[src/rtl/cc_pkg.sv]
// ---------------------------------------------------------------------------
// cc_pkg
// Shared definitions for the cache-line serializer / deserializer pair.
// Holds the line geometry, the FIFO entry layout and the burst FSM states.
// No ports; imported by cc_deserializer (and by the serializer side).
// ---------------------------------------------------------------------------
package cc_pkg;

    localparam int LINE_W       = 512;
    localparam int BEAT_W       = 64;
    localparam int BEATS        = 8;
    localparam int OFFSET_W     = 6;
    localparam int FIFO_ENTRY_W = OFFSET_W + LINE_W;

    // One cache line as eight 64-bit words; word 0 occupies bits [63:0].
    typedef logic [BEATS-1:0][BEAT_W-1:0] line_t;

    // Entry pushed into the line FIFO: byte offset on top, line below.
    typedef struct packed {
        logic [OFFSET_W-1:0] offset;
        line_t               line;
    } fifo_entry_t;

    typedef enum logic [1:0] {
        S_IDLE,
        S_COLLECT,
        S_PUSH
    } state_t;

    // Word index of the critical word; the low three byte bits are ignored.
    function automatic logic [2:0] word_index(input logic [OFFSET_W-1:0] offset);
        return offset[OFFSET_W-1:3];
    endfunction

endpackage

[src/rtl/cc_deserializer.sv]
// ---------------------------------------------------------------------------
// cc_deserializer
// Collects an 8-beat, 64-bit critical-word-first wrapping burst into one
// 512-bit cache line and writes it into the line FIFO as {offset, line}.
//
// Ports
//   clk, rst_n       clock, synchronous active-low reset
//   start_valid_i    burst descriptor valid
//   start_offset_i   byte offset of the critical word (6 bits)
//   start_ready_o    descriptor accepted when valid & ready
//   rdata_i          beat data (64 bits)
//   rlast_i          last-beat marker from the source (checked, not trusted)
//   rvalid_i         beat valid
//   rready_o         beat accepted when valid & ready
//   fifo_full_i      line FIFO full
//   fifo_wren_o      line FIFO write strobe
//   fifo_wdata_o     {offset[5:0], line[511:0]}
//   err_o            one-cycle pulse when rlast_i disagrees with the beat count
// ---------------------------------------------------------------------------
module cc_deserializer #(
    parameter int DATA_W   = 64,
    parameter int BEATS    = 8,
    parameter int OFFSET_W = 6
) (
    input  logic                           clk,
    input  logic                           rst_n,
    input  logic                           start_valid_i,
    input  logic [OFFSET_W-1:0]            start_offset_i,
    output logic                           start_ready_o,
    input  logic [DATA_W-1:0]              rdata_i,
    input  logic                           rlast_i,
    input  logic                           rvalid_i,
    output logic                           rready_o,
    input  logic                           fifo_full_i,
    output logic                           fifo_wren_o,
    output logic [cc_pkg::FIFO_ENTRY_W-1:0] fifo_wdata_o,
    output logic                           err_o
);

    import cc_pkg::*;

    // The line layout and FIFO entry are fixed in the package; any other
    // geometry would silently mis-pack the entry, so refuse to elaborate.
    if (DATA_W != BEAT_W || BEATS != cc_pkg::BEATS || OFFSET_W != cc_pkg::OFFSET_W) begin : g_bad_param
        $error("cc_deserializer: only DATA_W=64, BEATS=8, OFFSET_W=6 are supported");
    end

    state_t                      state;
    state_t                      state_next;
    logic [2:0]                  cnt;
    logic [2:0]                  wptr;
    logic [cc_pkg::OFFSET_W-1:0] offset_q;
    line_t                       line_q;
    fifo_entry_t                 entry;

    logic start_fire;
    logic beat_fire;
    logic last_beat;

    assign start_fire = (state == S_IDLE) && start_valid_i;
    assign beat_fire  = (state == S_COLLECT) && rvalid_i;
    assign last_beat  = (cnt == 3'd7);

    // State register.
    always_ff @(posedge clk) begin
        if (!rst_n) begin
            state <= S_IDLE;
        end else begin
            state <= state_next;
        end
    end

    // Next-state logic. Beat counting alone ends the burst; rlast_i is only
    // checked, so a misbehaving source cannot shorten or lengthen a line.
    always_comb begin
        state_next = state;
        case (state)
            S_IDLE: begin
                if (start_valid_i) begin
                    state_next = S_COLLECT;
                end
            end
            S_COLLECT: begin
                if (rvalid_i && last_beat) begin
                    state_next = S_PUSH;
                end
            end
            S_PUSH: begin
                if (!fifo_full_i) begin
                    state_next = S_IDLE;
                end
            end
            default: begin
                state_next = S_IDLE;
            end
        endcase
    end

    // Output logic. The combinational outputs are forced to their reset
    // values while rst_n is low so nothing leaks out in the reset cycle
    // itself, before the synchronous reset has taken effect.
    always_comb begin
        start_ready_o = 1'b1;
        rready_o      = 1'b0;
        fifo_wren_o   = 1'b0;
        err_o         = 1'b0;
        if (rst_n) begin
            start_ready_o = (state == S_IDLE);
            rready_o      = (state == S_COLLECT);
            fifo_wren_o   = (state == S_PUSH) && !fifo_full_i;
            err_o         = beat_fire && (rlast_i != last_beat);
        end
    end

    // Line assembly. The write pointer starts at the critical word and wraps
    // through all eight slots, so every word of the line is overwritten by
    // each burst and a discarded partial line never needs clearing.
    always_ff @(posedge clk) begin
        if (!rst_n) begin
            cnt      <= '0;
            wptr     <= '0;
            offset_q <= '0;
            line_q   <= '0;
        end else begin
            if (start_fire) begin
                offset_q <= start_offset_i;
                wptr     <= word_index(start_offset_i);
                cnt      <= '0;
            end
            if (beat_fire) begin
                line_q[wptr] <= rdata_i;
                wptr         <= wptr + 3'd1;
                cnt          <= cnt + 3'd1;
            end
        end
    end

    always_comb begin
        entry.offset = offset_q;
        entry.line   = line_q;
    end

    assign fifo_wdata_o = entry;

endmodule

[config.mk]
export PLATFORM = sky130hd
export DESIGN_NAME = cc_deserializer
export DESIGN_NICKNAME = d
export VERILOG_FILES = /design/src/rtl/cc_pkg.sv /design/src/rtl/cc_deserializer.sv
export SDC_FILE = /design/constraint.sdc
export NUM_CORES = 1
export LEC_CHECK = 0
export BUFFER_PORTS_ARGS = -buffer_cell sky130_fd_sc_hd__buf_4
export CORE_MARGIN = 2
export CORE_UTILIZATION = 25
export DETAILED_ROUTE_END_ITERATION = 7
export GPL_ROUTABILITY_DRIVEN = 0
export PLACE_DENSITY = 0.41
export SYNTH_ARGS = -nofsm -noshare
export SYNTH_HDL_FRONTEND = slang
export SYNTH_SLANG_ARGS = --single-unit
[constraint.sdc]
create_clock -name clk -period 4.26 [get_ports clk]
set_input_delay 0.852 -clock clk [delete_from_list [all_inputs] [get_ports clk]]
set_output_delay 0.852 -clock clk [all_outputs]
set_load 0.02 [all_outputs]
# After elaboration in Yosys (flattened, before gate mapping)

Cells that the tools add are included.
Widths: inputs -> output; s select.

Logic and storage cells: 48
Bits in registers: 526
Input port bits: 76

Equality and inequality tests: 7
Mux-type cells: 15
$lt $le $gt $ge: 2
Add/subtract/negate cells: 2
Reductions and logical operators: 10

Operator list:

| cell                | number |
|---|---|
| $bwmux 512          | 1 |
| $demux 64 s3        | 1 |
| $mux 64             | 1 |
| $mux 3              | 4 |
| $add 3x1->3 const B | 2 |
| $logic_and 1x1->1   | 6 |
| $mux 2              | 3 |
| $ne 2x2->1 const B  | 3 |
| $pmux 2 s3          | 1 |
| $lt 3x4->1 const B  | 1 |
| $mux 1              | 4 |
| $eq 3x3->1 const B  | 1 |
| $ge 3x1->1 const B  | 1 |
| $reduce_and 3->1    | 1 |
| $eq 2x1->1 const B  | 1 |
| $eq 2x2->1 const B  | 1 |
| $logic_not 2->1     | 1 |
| $reduce_bool 2->1   | 1 |
| $logic_not 1->1     | 1 |
| $ne 1x1->1          | 1 |

# Depth between registers and ports, before layout

Gate-level depths: netlist of the first run.

Depth in word-level cells: 5
Depth in mapped cells: 6
Mapped depth without buffers: 5

# Worst setup path after synthesis of the first run

OpenSTA, ideal clock, no wires.

Path kind: input -> output
From: in rst_n
To: out fifo_wren_o
Data arrival time: 2,222 ps
Data required time: 3,408 ps
Stages: 5
Slack: 1,186 ps
Cells stage by stage: clkbuf_1 buf_2 buf_2 inv_1 nor4b_1

Word-level cells in the longest chain between the ends: 1

Ends and longest elaborated chain:

| what        | RTL line               | text |
|---|---|---|
| from (decl) | cc_deserializer.sv:26  | `input logic rst_n,` |
| $mux 1      | cc_deserializer.sv:107 | `if (rst_n) begin` |
| to (decl)   | cc_deserializer.sv:35  | `output logic fifo_wren_o,` |

No other way between the ends.

# Worst setup path in the final report of the first run

From: reg state[0]
To: out err_o

Word-level cells in the longest chain between the ends: 4

Ends and longest elaborated chain:

| what                   | RTL line               | text |
|---|---|---|
| from (decl)            | cc_deserializer.sv:48  | `state_t state;` |
| from (signal assigned) | cc_deserializer.sv:69  | `state <= state_next;` |
| $eq 2x1->1             | cc_deserializer.sv:61  | `assign beat_fire = (state == S_COLLECT) && rvalid_i;` |
| $logic_and 1x1->1      | cc_deserializer.sv:61  |  |
| $logic_and 1x1->1      | cc_deserializer.sv:111 | `err_o = beat_fire && (rlast_i != last_beat);` |
| $mux 1                 | cc_deserializer.sv:107 |  |
| to (decl)              | cc_deserializer.sv:37  | `output logic err_o` |

No other way between the ends.

==> results of run 1 <==
[cell usage after synthesis, types with 3 or more instances]
cell      count  area (sq um)
a21boi_0      8          60.1
buf_1         5          18.8
buf_2        26           130
buf_4        15           113
buf_6        19           214
clkbuf_1     60           225
dfxtp_1     526         10500
ha_1          3          37.5
mux2i_1     512          5120
nand2_1     593          2230
nand3_1       7          35.0
nor3_1        3          15.0
o21ai_0       3          15.0
[layout by cell type, fill, tap and decap left out, types with 2 or more instances in the layout]
master,instances
buf_4,613
nand2_1,593
dfxtp_1,526
mux2i_1,512
clkbuf_16,61
clkbuf_1,20
clkbuf_8,14
a21boi_0,8
clkinv_2,8
nand3_1,7
buf_12,4
o21ai_0,3
ha_1,3
nand3b_1,2
nor4b_1,2
nor2_1,2
or4b_4,2
nor4_2,2
nand4_1,2
nor3_2,2
a2bb2oi_1,2
[critical path, cell delays in order (launching register included)]
cell	delay, ps
dfxtp_1	610
nand3b_1	400
nor3_1	430
buf_4	210
[through the flow]
step                util (%)  power (mW)  hold slack, ps
detailed placement      32.4        5.73             448
global placement        32.4        5.73             442
finish                  34.9        10.6             454
floorplan                  -        5.44             440
global route            34.9        11.0             473
CTS                     34.9        10.8             457
[state kept, by name, indices dropped and copies added, names as in the netlist]
signal / flops
offset_q: 6
wptr: 3
fifo_wdata_o: 512
state: 2
cnt: 3
[power by group]
group          switching (mW)  leakage [nW]  internal (mW)
clock                    2.07         0.930           2.92
sequential             0.0366          4.24           4.98
combinational           0.398          6.48          0.197
total                    2.51          11.6           8.09
[layer usage]
| layer | wire (um) | share of wire [%] | vias up | track usage [%] |
|---|---|---|---|---|
| met5 | 16 | 0.023 | - | 0 |
| met4 | 2030 | 2.8 | 2 | 5.33 |
| met3 | 4880 | 6.9 | 99 | 5.38 |
| met2 | 35100 | 49 | 377 | 30.3 |
| met1 | 29100 | 41 | 6971 | 20.7 |
| li1 | - | - | 7087 | - |
[worst paths after layout]
check	from	end	slack (ps)	depth (start not counted)
setup / recovery	state[0]	err_o	1150	3
hold / removal	fifo_wdata_o[82]	fifo_wdata_o[82]	450	2
setup reg to reg	state[1]	fifo_wdata_o[289]	1580	4
hold reg to reg	fifo_wdata_o[82]	fifo_wdata_o[82]	450	2
[layout make-up]
type | count | area (sq um) | share of cell area (%)
Tap cell | 969 | 1210 | 4.65
Sequential cell | 526 | 10500 | 40.4
Clock inverter | 12 | 95.1 | 0.364
Timing Repair Buffer | 618 | 4700 | 18.0
Inverter | 2 | 7.51 | 0.0288
Clock buffer | 95 | 1790 | 6.88
Multi-Input combinational cell | 1156 | 7750 | 29.7
[logic make-up (layout without fill, tap and decap cells)]
logic type,count (synthesis),count (layout),synth area share [%]
adder cells (fa/ha/maj),3,3,0.198
flip-flops,526,526,55.6
AO/OA/AOI/OAI,16,16,0.588
XOR/XNOR,1,1,0.0462
AND/OR/NAND/NOR,624,624,12.8
multiplexers,512,512,27.0
buffers and inverters,127,727,3.74
==> summary.txt, run 1 <==
Layout
  – Fin cells: roughly 3400
  – Fillers: about 7600
  – Fin area: about 26000 sq um
  – # nets final: 2442
  – Layout cells sized above 1: ~30%
  – Antenna Cells: 0
  – Area grow syn2layout: 37.7%

Timing
  – Final Max Tran Viols: 0
  – F_max: 322 MHz
  – RSZ-0062 raised after global routing: false
  – Setup Total Neg Slack: 0 ps
  – Fin crit period: just over 3000 ps
  – Final hold violation count: 0
  – Final setup margin: 1150 ps
  – Slew of the pin with the lowest slew margin: 1190 ps
  – Final setup viols: 0
  – Clock skew: between 15 and 20 ps
  – Relative max-transition margin: around a fifth
  – Final period util: 72.9%

Clocking
  – Clock Root Buffer: clkbuf_16
  – CTS Sinks: 526
  – CTS buffer count: 59
  – Clock H-tree levels: 2
  – Setup bufs post-CTS: 0
  – CTS tree: yes
  – Clock Path Buffers: 3
  – Clk_lat worst skew: a little over 600 ps
  – CTS Hold Bufs: 0
  – CTS resizes: 0
  – Clock transition at the registers of the reported paths: about 60 ps

Power and ir drop
  – Lkg Pwr: approximately 12 nW
  – Maximum vdd drop: roughly 350 uV
  – Power Dens Cells: between 400 and 500 nW/um^2

Floorplanning
  – Cell row count: 100
  – Die Ht: 279 um
  – # IOs: about 600
  – Initial cell density of the core: 25.4%
  – Core Area: 74700 sq um
  – Die W: approximately 280 um
  – Area of the die: slightly below 80000 sq um

Routing
  – Remaining DRCs: 0
  – DRT Pass-1 Iters: 5
  – Routed Antenna Nets: 0
  – Vias: 14536
  – Wire per inst: between 20 and 25 um
  – Initial drt markers: 553
  – Final wirelength: 71.1 mm
  – Vias per cell: ~4.3

GRT
  – First-pass GRT wire length: between 100 and 150 mm
  – Remaining Overflow, GRT: 0
  – Largest net degree at the start of global routing: 125
  – Initial antenna violation count: 1
  – Aggregate global-route resource usage: 17.5%
  – Vias in the first global route: between 10000 and 15000

Yosys
  – Unique masters post-synth: 35
  – Syn nets: 1888
  – YS warnings: 0
  – Number of synthesized flops with an enable pin: 0
  – Synthesized cell area: between 15000 and 20000 sq um
  – Syn avg cell area: about 10 sq um
  – Post-synth ARST share: 0%
  – Sequential share of the synthesized area: between 50% and 60%
  – Ys flop type: dfxtp_1
  – Register bit total from synthesis: between 500 and 600
  – Post-Syn Instances: ~1800

Worst setup path
  – Critical Path End Type: primary output
  – Worst Path Required: approximately 3400 ps
  – Setup crit start kind: register
  – Max FO, Critical Path: 14
  – CP arrival: 2250 ps
  – Critical path class: reg -> out

Min path
  – Worst hold path type: reg -> reg

Place
  – Count of buffers from port buffering: approximately 600
  – DP Worst Slack: around 1300 ps
  – Placed Cells incl. Taps: around 3300
  – Dpl hpwl: around 50 mm
  – Area after DPL: ~24000 sq um

Job
  – Max-cap viol count: 0

Run status
  – Outcome: finished, final reports clean
Note: power is estimated with default switching activity, not from simulation.
==> run 2, diff against run 1 <==
--- a/config.mk
+++ b/config.mk
@@ -5,12 +5,13 @@
 export SDC_FILE = /design/constraint.sdc
 export NUM_CORES = 1
 export LEC_CHECK = 0
+export ABC_AREA = 1
 export BUFFER_PORTS_ARGS = -buffer_cell sky130_fd_sc_hd__buf_4
 export CORE_MARGIN = 2
 export CORE_UTILIZATION = 25
 export DETAILED_ROUTE_END_ITERATION = 7
 export GPL_ROUTABILITY_DRIVEN = 0
-export PLACE_DENSITY = 0.41
+export PLACE_DENSITY = 0.42
 export SYNTH_ARGS = -nofsm -noshare
 export SYNTH_HDL_FRONTEND = slang
 export SYNTH_SLANG_ARGS = --single-unit
==> constraint.sdc (replaced) <==
create_clock -name clk -period 2.5 [get_ports clk]
set_input_delay 0.5 -clock clk [delete_from_list [all_inputs] [get_ports clk]]
set_output_delay 0.5 -clock clk [all_outputs]
set_load 0.02 [all_outputs]
==> run 2 against run 1 <==
Effect of this change: sequential share of layout area is 1.7 points lower; highest routed layer unchanged; routed wire length increased by 23%; via count grew 32%; largest cell class unchanged; non-clock buffer count rose by 23; global-route usage increased by 3.2 points; combinational power grew to 2.8 times the previous value.
==> summary.txt, run 2 <==
GRT
  – Aggregate global-route resource usage: 20.7% (was 17.5%)
  – Initial antenna violation count: 6 (was 1)
  – Vias in the first global route: 18568 (was 14466)
  – Most Crowded Layer GR: met2 (unchanged)
  – Met1 Use GR: 28.0% (was 20.7%)
  – Largest net degree at the start of global routing: 176 (was 125)
  – Met3 Use GR: 5.33% (was 5.38%)
  – GR Util met2: 31.0% (was 30.3%)
  – First-pass GRT wire length: 127 mm (was 102 mm)
  – Remaining Overflow, GRT: 0 (unchanged)

Floorplanning
  – Core Area: 78700 sq um (was 74700 sq um)
  – Initial cell density of the core: 25.1% (was 25.4%)
  – Die W: 285 um (was 279 um)
  – # IOs: 598 (unchanged)
  – Die Ht: 285 um (was 279 um)
  – Area of the die: 81500 sq um (was 78000 sq um)
  – Cell row count: 103 (was 100)

Min path
  – Hold_sp: start_offset_i[1] (was fifo_wdata_o[82])
  – Worst hold path type: in -> reg (was reg -> reg)

Yosys
  – Syn nets: 2701 (was 1888)
  – Top cells by area, synth: dfxtp_1 (53%), nor2_1 (13%), nor3_1 (8.1%) (was dfxtp_1 (56%), mux2i_1 (27%), nand2_1 (12%))
  – Most frequent cells after synthesis: nor2_1 (679), dfxtp_1 (526), nand2_1 (344) (was nand2_1 (593), dfxtp_1 (526), mux2i_1 (512))
  – Ys flop type: dfxtp_1 (unchanged)
  – Yosys top cell area share: 53.2% (was 55.6%)
  – YS warnings: 0 (unchanged)
  – Dominant cell type by area after synthesis: dfxtp_1 (unchanged)
  – Syn avg cell area: 7.55 sq um (was 10.5 sq um)
  – Unique masters post-synth: 22 (was 35)
  – Synthesized cell area: 19800 sq um (was 19000 sq um)
  – Post-Syn Instances: 2622 (was 1809)
  – Post-synth ARST share: 0% (unchanged)
  – Register bit total from synthesis: 526 (unchanged)
  – Sequential share of the synthesized area: 53.2% (was 55.6%)
  – Number of synthesized flops with an enable pin: 0 (unchanged)
  – Count leader, synth: nor2_1 (was nand2_1)

Timing
  – Final hold violation count: 0 (unchanged)
  – Slew of the pin with the lowest slew margin: 1070 ps (was 1190 ps)
  – Fin crit period: around 2300 ps
  – Final Max Tran Viols: 0 (unchanged)
  – Final setup viols: 0 (unchanged)
  – Clock skew: 35.5 ps (was 16.9 ps)
  – Relative max-transition margin: 28.4% (was 21.0%)
  – Worst hold margin: 177 ps (was 454 ps)
  – F_max: around 440 MHz
  – Setup Total Neg Slack: 0 ps (unchanged)
  – RSZ-0062 raised after global routing: false (unchanged)
  – Final period util: just over 90%
  – Final setup margin: 210 ps (was 1150 ps)

Worst setup path
  – CP arrival: 1790 ps (was 2250 ps)
  – CP Cell Sequence: ha_1 > ha_1 > xnor2_1 > nor3_1 > buf_4 (was nand3b_1 > nor3_1 > buf_4)
  – Worst r2r src: state[0] (was state[1])
  – Setup crit start kind: register (unchanged)
  – Cell family with most CP delay: adder cells (was simple AND/OR/NAND/NOR gates)
  – Critical Path End Type: primary output (unchanged)
  – Critical path class: reg -> out (unchanged)
  – CP Launch Point: cnt[0] (was state[0])
  – Max FO, Critical Path: 3 (was 14)
  – Worst Path Required: 2000 ps (was 3410 ps)
  – CP max-delay cell: dfxtp_1 (unchanged)
  – WP buf/inv: 1 (unchanged)
  – Most used cell, CP: ha_1
  – CP peak stage delay: 330 ps (was 610 ps)

Routing
  – Routed Antenna Nets: 0 (unchanged)
  – Wire per inst: 20.7 um (was 21.0 um)
  – DRT Pass-1 Iters: 5 (unchanged)
  – Final wirelength: 87.5 mm (was 71.1 mm)
  – Vias: 19229 (was 14536)
  – Vias per cell: 4.56 (was 4.30)
  – Initial drt markers: 1500 (was 553)
  – Remaining DRCs: 0 (unchanged)

Place
  – Dpl hpwl: 59.4 mm (was 48.7 mm)
  – Count of buffers from port buffering: 597 (unchanged)
  – DP Worst Slack: 343 ps (was 1300 ps)
  – Area after DPL: 25200 sq um (was 24200 sq um)

Power and ir drop
  – Lkg Pwr: 12.1 nW (was 11.6 nW)
  – Maximum vdd drop: 366 uV (was 354 uV)
  – Power Dens Cells: 722 nW/um^2 (was 406 nW/um^2)

Clocking
  – CTS buffer count: 66 (was 59)
  – CTS resizes: 0 (unchanged)
  – CTS tree: yes (unchanged)
  – Clock transition at the registers of the reported paths: 60 ps (about the same)
  – CTS Sinks: 526 (unchanged)
  – Clock Root Buffer: clkbuf_16 (unchanged)
  – Clk_lat worst skew: 610 ps (about the same)
  – Clock H-tree levels: 3 (was 2)
  – Clock Path Buffers: 3 (unchanged)
  – Setup bufs post-CTS: 0 (unchanged)
  – CTS Hold Bufs: 0 (unchanged)

Layout
  – Layout cells sized above 1: 25.0% (was 29.7%)
  – Commonest non-fill, non-tap cell in the layout: nor2_1 (was buf_4)
  – Fin area: 27300 sq um (was 26100 sq um)
  – Most frequent cells in the layout: nor2_1 (676), buf_4 (622), dfxtp_1 (526), nand2_1 (342), nor3_1 (322) (was buf_4 (613), nand2_1 (593), dfxtp_1 (526), mux2i_1 (512), clkbuf_16 (61))
  – Fin util: 34.6% (was 34.9%)
  – Area grow syn2layout: 37.7% (about the same)
  – # nets final: 3201 (was 2442)
  – Max FFs per register: 512 (unchanged)

Job
  – Max-cap viol count: 0 (unchanged)

Run status
  – Outcome: finished, final reports clean (unchanged)
## run 2: changes by cell type after synthesis, sizes merged, moves of 5 or more
cell    change
o21ai     +323
nand3      +74
a21boi      -8
nand2     -249
buf        +46
mux2i     -512
nor3      +320
inv        +77
a21oi       +5
clkbuf     +38
nor2      +719
## run 2: area by class of cell
class	instances	area [sq um]
multi-input combinational	1808	7980
antenna	1	2.50
clock inverter	17	183
tap	1050	1310
timing repair buffer	641	5040
fill	8315	51500
inverter	79	297
clock buffer	95	1910
sequential	526	10500
## run 2: path summary, 6_finish.rpt
check	end	cells after the start	slack, ps
worst min register to register	fifo_wdata_o[385]	2	470
worst min-delay path	offset_q[1]	3	180
worst max register to register	fifo_wdata_o[511]	5	520
worst max-delay path	err_o	5	210
## run 2: stage by stage
| step | power (mW) | instances |
|---|---|---|
| after floorplan | 9.63 | 2622 |
| after global placement | 10.5 | 4104 |
| after detailed placement | 10.5 | 4104 |
| after CTS | 20.0 | 4216 |
| after global routing | 20.4 | 4217 |
| final | 19.7 | 4217 |
## run 2: worst min-delay path: cells and delay by family
kind,cells,cell delay (ps)
buffers and inverters,1,80
AOI/OAI and AO/OA,1,70
and+or+nand+nor,1,80
## run 2: cells by family after synthesis
kind of cell	synth area share (%)
AND/OR/NAND/NOR	31.2
buffers and inverters	6.90
XOR/XNOR	0.0443
adder cells (fa/ha/maj)	0.190
flip-flops	53.2
AO/OA/AOI/OAI	8.43
## run 2: routing by layer
layer | share of wire, % | vias to the layer above
met3 | 7.1 | 155
met5 | 0.046 | -
met1 | 45 | 8987
met4 | 4.1 | 6
li1 | - | 9459
met2 | 44 | 622
## run 2: power by group
part	total [mW]	switching (mW)	internal [mW]	leakage, nW
sequential	8.62	0.0864	8.54	4.25
combinational	1.67	1.19	0.480	6.86
clock	9.40	3.79	5.61	1.04
total	19.7	5.06	14.6	12.1
